[src/rtl/sprite_pkg.sv]
// Shared definitions for the sprite mover: direction codes, per-axis motion decode
// and the 8x8 ball bitmap.
package sprite_pkg;

   localparam logic [2:0] DIR_N  = 3'd0;
   localparam logic [2:0] DIR_NE = 3'd1;
   localparam logic [2:0] DIR_E  = 3'd2;
   localparam logic [2:0] DIR_SE = 3'd3;
   localparam logic [2:0] DIR_S  = 3'd4;
   localparam logic [2:0] DIR_SW = 3'd5;
   localparam logic [2:0] DIR_W  = 3'd6;
   localparam logic [2:0] DIR_NW = 3'd7;

   typedef struct packed {
      logic x_pos;
      logic x_neg;
      logic y_pos;
      logic y_neg;
   } motion_t;

   // Screen y grows downward, so "north" is a negative y step.
   function automatic motion_t decode_motion(input logic [2:0] d);
      motion_t m;
      m = '0;
      m.x_pos = (d == DIR_NE) || (d == DIR_E) || (d == DIR_SE);
      m.x_neg = (d == DIR_SW) || (d == DIR_W) || (d == DIR_NW);
      m.y_neg = (d == DIR_NW) || (d == DIR_N) || (d == DIR_NE);
      m.y_pos = (d == DIR_SE) || (d == DIR_S) || (d == DIR_SW);
      return m;
   endfunction

   // Row 0 is the top row; bit 0 of each row is its leftmost pixel.
   localparam logic [0:7][7:0] BALL_ROM = {
      8'h3C, 8'h7E, 8'hFF, 8'hFF, 8'hFF, 8'hFF, 8'h7E, 8'h3C
   };

endpackage

[src/rtl/sprite_dir_fsm.sv]
// Travel-direction register for the sprite: edge-detected turn buttons plus
// edge reflections requested by the position logic.
module sprite_dir_fsm
   import sprite_pkg::*;
#(
   parameter logic [2:0] INIT_DIR = DIR_E
) (
   input  logic       clk,
   input  logic       rstn,
   input  logic       turn_r,
   input  logic       turn_l,
   input  logic       reflect_x,
   input  logic       reflect_y,
   output logic [2:0] dir
);

   logic       r_q;
   logic       r_qq;
   logic       l_q;
   logic       l_qq;
   logic       edge_r;
   logic       edge_l;
   logic [2:0] reflected;
   logic [2:0] dir_next;

   // Two-stage capture so a held button gives a single one-cycle edge.
   always_ff @(posedge clk or negedge rstn) begin
      if (!rstn) begin
         r_q  <= 1'b0;
         r_qq <= 1'b0;
         l_q  <= 1'b0;
         l_qq <= 1'b0;
      end else begin
         r_q  <= turn_r;
         r_qq <= r_q;
         l_q  <= turn_l;
         l_qq <= l_q;
      end
   end

   assign edge_r = r_q & ~r_qq;
   assign edge_l = l_q & ~l_qq;

   // Reflections take priority and swallow any turn arriving in the same cycle.
   always_comb begin
      reflected = dir;
      if (reflect_x)
         reflected = 3'd0 - reflected;
      if (reflect_y)
         reflected = 3'd4 - reflected;

      dir_next = dir;
      if (reflect_x || reflect_y)
         dir_next = reflected;
      else if (edge_r && !edge_l)
         dir_next = dir + 3'd1;
      else if (edge_l && !edge_r)
         dir_next = dir - 3'd1;
   end

   always_ff @(posedge clk or negedge rstn) begin
      if (!rstn)
         dir <= INIT_DIR;
      else
         dir <= dir_next;
   end

endmodule

[src/rtl/sprite_mover.sv]
// Moving round sprite for the VGA pipeline. Define SPRITE_MOVER_BOUNCE_EN to clamp
// and reflect at screen edges; otherwise the sprite wraps around.
module sprite_mover
   import sprite_pkg::*;
#(
   parameter int          MAX_X    = 640,
   parameter int          MAX_Y    = 480,
   parameter int          SIZE     = 8,
   parameter int          INIT_X   = 100,
   parameter int          INIT_Y   = 150,
   parameter int          INIT_DIR = 2,
   parameter int          STEP     = 1,
   parameter logic [11:0] COLOR    = 12'h1AF
) (
   input  logic        clk,
   input  logic        rstn,
   input  logic        refr_tick,
   input  logic        turn_r,
   input  logic        turn_l,
   input  logic [9:0]  x,
   input  logic [9:0]  y,
   output logic [11:0] sprite_rgb,
   output logic        sprite_on,
   output logic [9:0]  pos_x,
   output logic [9:0]  pos_y,
   output logic [2:0]  dir
);

   localparam int LIM_X = MAX_X - SIZE;
   localparam int LIM_Y = MAX_Y - SIZE;
   localparam int SHIFT = $clog2(SIZE / 8);

   motion_t    mv;
   logic [10:0] sum_x;
   logic [10:0] sum_y;
   logic       ovf_x;
   logic       ovf_y;
   logic [9:0] next_x;
   logic [9:0] next_y;
   logic       reflect_x;
   logic       reflect_y;

   assign mv    = decode_motion(dir);
   assign sum_x = {1'b0, pos_x} + 11'(STEP);
   assign sum_y = {1'b0, pos_y} + 11'(STEP);

   // An axis overflows when the next step would leave 0..limit in its direction of travel.
   assign ovf_x = (mv.x_pos && (sum_x > 11'(LIM_X))) || (mv.x_neg && (pos_x < 10'(STEP)));
   assign ovf_y = (mv.y_pos && (sum_y > 11'(LIM_Y))) || (mv.y_neg && (pos_y < 10'(STEP)));

   always_comb begin
      next_x = pos_x;
      if (mv.x_pos) begin
         if (ovf_x)
`ifdef SPRITE_MOVER_BOUNCE_EN
            next_x = 10'(LIM_X);
`else
            next_x = '0;
`endif
         else
            next_x = sum_x[9:0];
      end else if (mv.x_neg) begin
         if (ovf_x)
`ifdef SPRITE_MOVER_BOUNCE_EN
            next_x = '0;
`else
            next_x = 10'(LIM_X);
`endif
         else
            next_x = pos_x - 10'(STEP);
      end
   end

   always_comb begin
      next_y = pos_y;
      if (mv.y_pos) begin
         if (ovf_y)
`ifdef SPRITE_MOVER_BOUNCE_EN
            next_y = 10'(LIM_Y);
`else
            next_y = '0;
`endif
         else
            next_y = sum_y[9:0];
      end else if (mv.y_neg) begin
         if (ovf_y)
`ifdef SPRITE_MOVER_BOUNCE_EN
            next_y = '0;
`else
            next_y = 10'(LIM_Y);
`endif
         else
            next_y = pos_y - 10'(STEP);
      end
   end

`ifdef SPRITE_MOVER_BOUNCE_EN
   assign reflect_x = refr_tick & ovf_x;
   assign reflect_y = refr_tick & ovf_y;
`else
   assign reflect_x = 1'b0;
   assign reflect_y = 1'b0;
`endif

   always_ff @(posedge clk or negedge rstn) begin
      if (!rstn) begin
         pos_x <= 10'(INIT_X);
         pos_y <= 10'(INIT_Y);
      end else if (refr_tick) begin
         pos_x <= next_x;
         pos_y <= next_y;
      end
   end

   sprite_dir_fsm #(
      .INIT_DIR (3'(INIT_DIR))
   ) u_dir (
      .clk       (clk),
      .rstn      (rstn),
      .turn_r    (turn_r),
      .turn_l    (turn_l),
      .reflect_x (reflect_x),
      .reflect_y (reflect_y),
      .dir       (dir)
   );

   logic [10:0] end_x;
   logic [10:0] end_y;
   logic        in_x;
   logic        in_y;
   logic [9:0]  off_x;
   logic [9:0]  off_y;
   logic [2:0]  col;
   logic [2:0]  row;

   assign end_x = {1'b0, pos_x} + 11'(SIZE);
   assign end_y = {1'b0, pos_y} + 11'(SIZE);
   assign in_x  = (x >= pos_x) && ({1'b0, x} < end_x);
   assign in_y  = (y >= pos_y) && ({1'b0, y} < end_y);

   // Offsets are only meaningful inside the box; scaling shrinks them back to ROM coordinates.
   assign off_x = x - pos_x;
   assign off_y = y - pos_y;
   assign col   = 3'(off_x >> SHIFT);
   assign row   = 3'(off_y >> SHIFT);

   assign sprite_on  = in_x & in_y & BALL_ROM[row][col];
   assign sprite_rgb = COLOR;

endmodule

[config.mk]
export PLATFORM = sky130hd
export DESIGN_NAME = sprite_mover
export DESIGN_NICKNAME = d
export VERILOG_FILES = /design/src/rtl/sprite_pkg.sv /design/src/rtl/sprite_dir_fsm.sv /design/src/rtl/sprite_mover.sv
export SDC_FILE = /design/constraint.sdc
export NUM_CORES = 1
export LEC_CHECK = 0
export CAP_MARGIN = 5
export CORE_AREA = 2 2 83 85
export CTS_CLUSTER_SIZE = 14
export DETAILED_ROUTE_END_ITERATION = 7
export DIE_AREA = 0 0 85 87
export PLACE_DENSITY = 0.81
export SLEW_MARGIN = 0
export SYNTH_ARGS = -nofsm -noshare
export SYNTH_HDL_FRONTEND = slang
export SYNTH_SLANG_ARGS = --single-unit
[constraint.sdc]
create_clock -name clk -period 3.1 [get_ports clk]
set_input_delay 0.62 -clock clk [delete_from_list [all_inputs] [get_ports clk]]
set_output_delay 0.62 -clock clk [all_outputs]
set_load 0.1 [all_outputs]
==> results by group <==
Run status
  – Status: finished with violations
  – Violated checks: negative setup slack

Worst setup path
  – R2r setup slk: 0.33 ns
  – Critical path startpoint category: primary input
  – CP Data Required Time: 2.48 ns
  – Crit-path max FO: 2
  – Worst R2R Start: pos_x[0]
  – Length in cells of the worst reg-to-reg path: 9
  – CP arrival: 2.79 ns
  – CP Launch Point: x[0]
  – Worst flop-to-flop path endpoint: pos_x[3]
  – Crit path capture type: primary output
  – CP endpoint: sprite_on
  – Crit Path Class: primary input to primary output

Drt
  – Routed wl met3: roughly 700 µm
  – Highest routed layer: met4
  – Antenna-violating nets left: 0
  – Metal-1 WL: around 3.8 mm
  – DR vias/cell: 6.16
  – Total Wirelength: just under 10 mm
  – DRC viols: 0
  – Pre-antenna DRT Iters: 5
  – DR vias: 3589
  – Routed WL per cell: 16.6 µm
  – Met2 WL: 4.85 mm
  – DRT iter0 DRCs: 197

Placement
  – Port bufs: 48
  – DP Worst Slack: -0.492 ns
  – GP Congestion: 0.990
  – Hpwl dp: 7.59 mm

Timing
  – Fmax: 0.293 GHz
  – Final Critical Period: 3.41 ns
  – Worst slew pin tran: 0.583 ns
  – Max-slew violations: 0
  – Relative slew slack: 60.2%
  – Hold slack: 0.379 ns
  – Finish-stage setup viols: 1
  – Post-layout worst setup margin: -0.315 ns
  – Period utilization: 110%
  – RSZ-0062 raised after global routing: yes
  – Fin. Hold Viols: 0
  – Max Clock Skew: about 0.011 ns
  – TNS Setup: -0.315 ns

Layout
  – Core Util, Final: 65.6%
  – Area of the multi-input gates: 2610 µm²
  – Fillers: 570
  – Most frequent cells in the layout: 61 x buf_4, 47 x ha_1, 36 x nand2_1, 28 x inv_1
  – Most common cell after layout, fill and taps aside: buf_4
  – Syn-to-layout area delta: 23.9%
  – Nets: 582
  – Diode count: 0
  – Reg area: ~710 µm²
  – Layout cell share with drive strength beyond 1: 22.5%

Clocking
  – TritonCTS clock tree: built
  – Clock root buffer master: clkbuf_8
  – Clock buffer depth: 2
  – Worst skew pair latency: 0.29 ns
  – CTS Buf Count: 3
  – TritonCTS Sinks: 27
  – Htree depth: 1
  – Clock-pin slew on the worst setup and hold paths: 0.10 ns

Yosys
  – Fraction of the mapped netlist area in adder cells: 19.5%
  – #FFs+latches synth: 27
  – Multiplexer area fraction after synthesis: 0.576%
  – Compound-gate portion of the synthesized area: 24.4%
  – Synthesis warning total: 0
  – Largest family of logic cells by synthesized area: compound AO/OA/AOI/OAI gates
  – Sequential area share after synthesis: 19.7%
  – Post-Syn Area: 3480 µm²
  – Synth cell types: 63
  – Avg Inst Size Synth: about 8.0 µm²
  – Synth Area in XOR/XNOR: 7.30%
  – EDFF count, synth: 0
  – Cell count after synthesis: around 440
  – Post-Synth Simple-Gate Area: 19.3%
  – Post-synth ARST share: 100%
  – Top_reg_cell synth: dfrtp_1

Min path
  – Hold_sp: u_dir.r_q
  – Hold WC Path Type: flop to flop

Floorplan
  – Die area: 7400 µm²
  – Die Y: 87 µm
  – Core box area: 6570 µm²
  – Rows: 30
  – Initial Utilization: 53.0%
  – Chip Width: approximately 85 µm
  – I/O pin total: 61

Global routing
  – Largest net degree at the start of global routing: 28
  – Antenna violations before repair: 0
  – GRT overflow: 0
  – First-pass GRT wire length: 16.3 mm
  – GRT Util Overall: 26.9%
  – Vias in the first global route: between 3k and 4k

Run
  – Max cap viols: 0
-- worst max-delay path: stages --
cell             delay (ns)
clkdlybuf4s50_1        0.39
inv_1                  0.05
ha_2                   0.16
inv_2                  0.04
fa_2                   0.36
xor2_2                 0.17
xor2_1                 0.15
o211ai_1               0.16
o21ai_1                0.13
nor4_4                 0.34
buf_12                 0.22
-- final cells by class --
| type | count | area share, % |
|---|---|---|
| Clock buffer | 3 | 0.958 |
| Clock inverter | 1 | 0.174 |
| Inverter | 30 | 2.61 |
| Multi-Input combinational cell | 355 | 60.5 |
| Sequential cell | 27 | 16.6 |
| Tap cell | 80 | 2.32 |
| Timing Repair Buffer | 87 | 16.9 |
-- worst min path at each step --
stage	to	slack [ns]	depth (start not counted)
after floorplan	pos_x[0]	0.32	0
after global placement	u_dir.r_qq	0.36	0
after detailed placement	u_dir.r_qq	0.36	0
after CTS	u_dir.r_qq	0.38	0
after global routing	u_dir.r_qq	0.40	0
final	u_dir.r_qq	0.38	0
-- cell families after synthesis --
family	Yosys count
AND/OR/NAND/NOR	135
XOR/XNOR	29
flip-flops	27
buffers and inverters	64
adder cells (fa/ha/maj)	53
AO/OA/AOI/OAI	124
multiplexers	2
other	2
-- sequential cells by signal (all words and copies together) (netlist names) --
name,flops
u_dir.l_q,1
pos_x,10
u_dir.l_qq,1
u_dir.r_q,1
u_dir.r_qq,1
u_dir.dir,3
pos_y,10
-- synthesized netlist by cell type (all sizes together) (3+ instances only) --
| cell type | count | area [µm²] |
|---|---|---|
| nand4 | 7 | 43.8 |
| buf | 23 | 158 |
| nand2 | 37 | 141 |
| o211ai | 3 | 22.5 |
| xor2 | 5 | 43.8 |
| clkbuf | 11 | 43.8 |
| nor4 | 4 | 25.0 |
| nand3 | 18 | 105 |
| o2111ai | 5 | 43.8 |
| a21o | 11 | 82.6 |
| inv | 30 | 113 |
| xnor2 | 24 | 210 |
| or2 | 4 | 25.0 |
| a211oi | 3 | 22.5 |
| o21ai | 26 | 134 |
| o22ai | 6 | 37.5 |
| or3 | 3 | 18.8 |
| nor2 | 23 | 88.8 |
| a21oi | 25 | 125 |
| ha | 51 | 638 |
| a22oi | 5 | 37.5 |
| dfstp | 8 | 210 |
| o21a | 6 | 45.0 |
| nor2b | 3 | 18.8 |
| a211o | 3 | 26.3 |
| nand2b | 4 | 25.0 |
| dfrtp | 19 | 475 |
| nor3 | 24 | 120 |
| a31oi | 8 | 50.1 |
-- metrics by stage --
stage          instances  area, µm²
2_1_floorplan        446       3590
3_3_place_gp         577       4190
3_5_place_dp         577       4190
4_1_cts              583       4290
5_1_grt              583       4310
6_report             583       4310
-- routing by layer --
| metal | global-route usage (%) | vias up |
|---|---|---|
| met5 | 0 | - |
| met4 | 11.7 | 0 |
| met3 | 3.89 | 39 |
| met2 | 47.9 | 155 |
| met1 | 32.3 | 1696 |
| li1 | - | 1699 |
-- timing repair --
action	CTS	global route
setup buffers	2	0
pin swaps	14	5
setup endpoints to repair	1	1
hold buffers	0	0
resized for setup	14	4
Power is not shown: default switching activity piles up to over one toggle a cycle in this logic, so the estimate is an artifact.
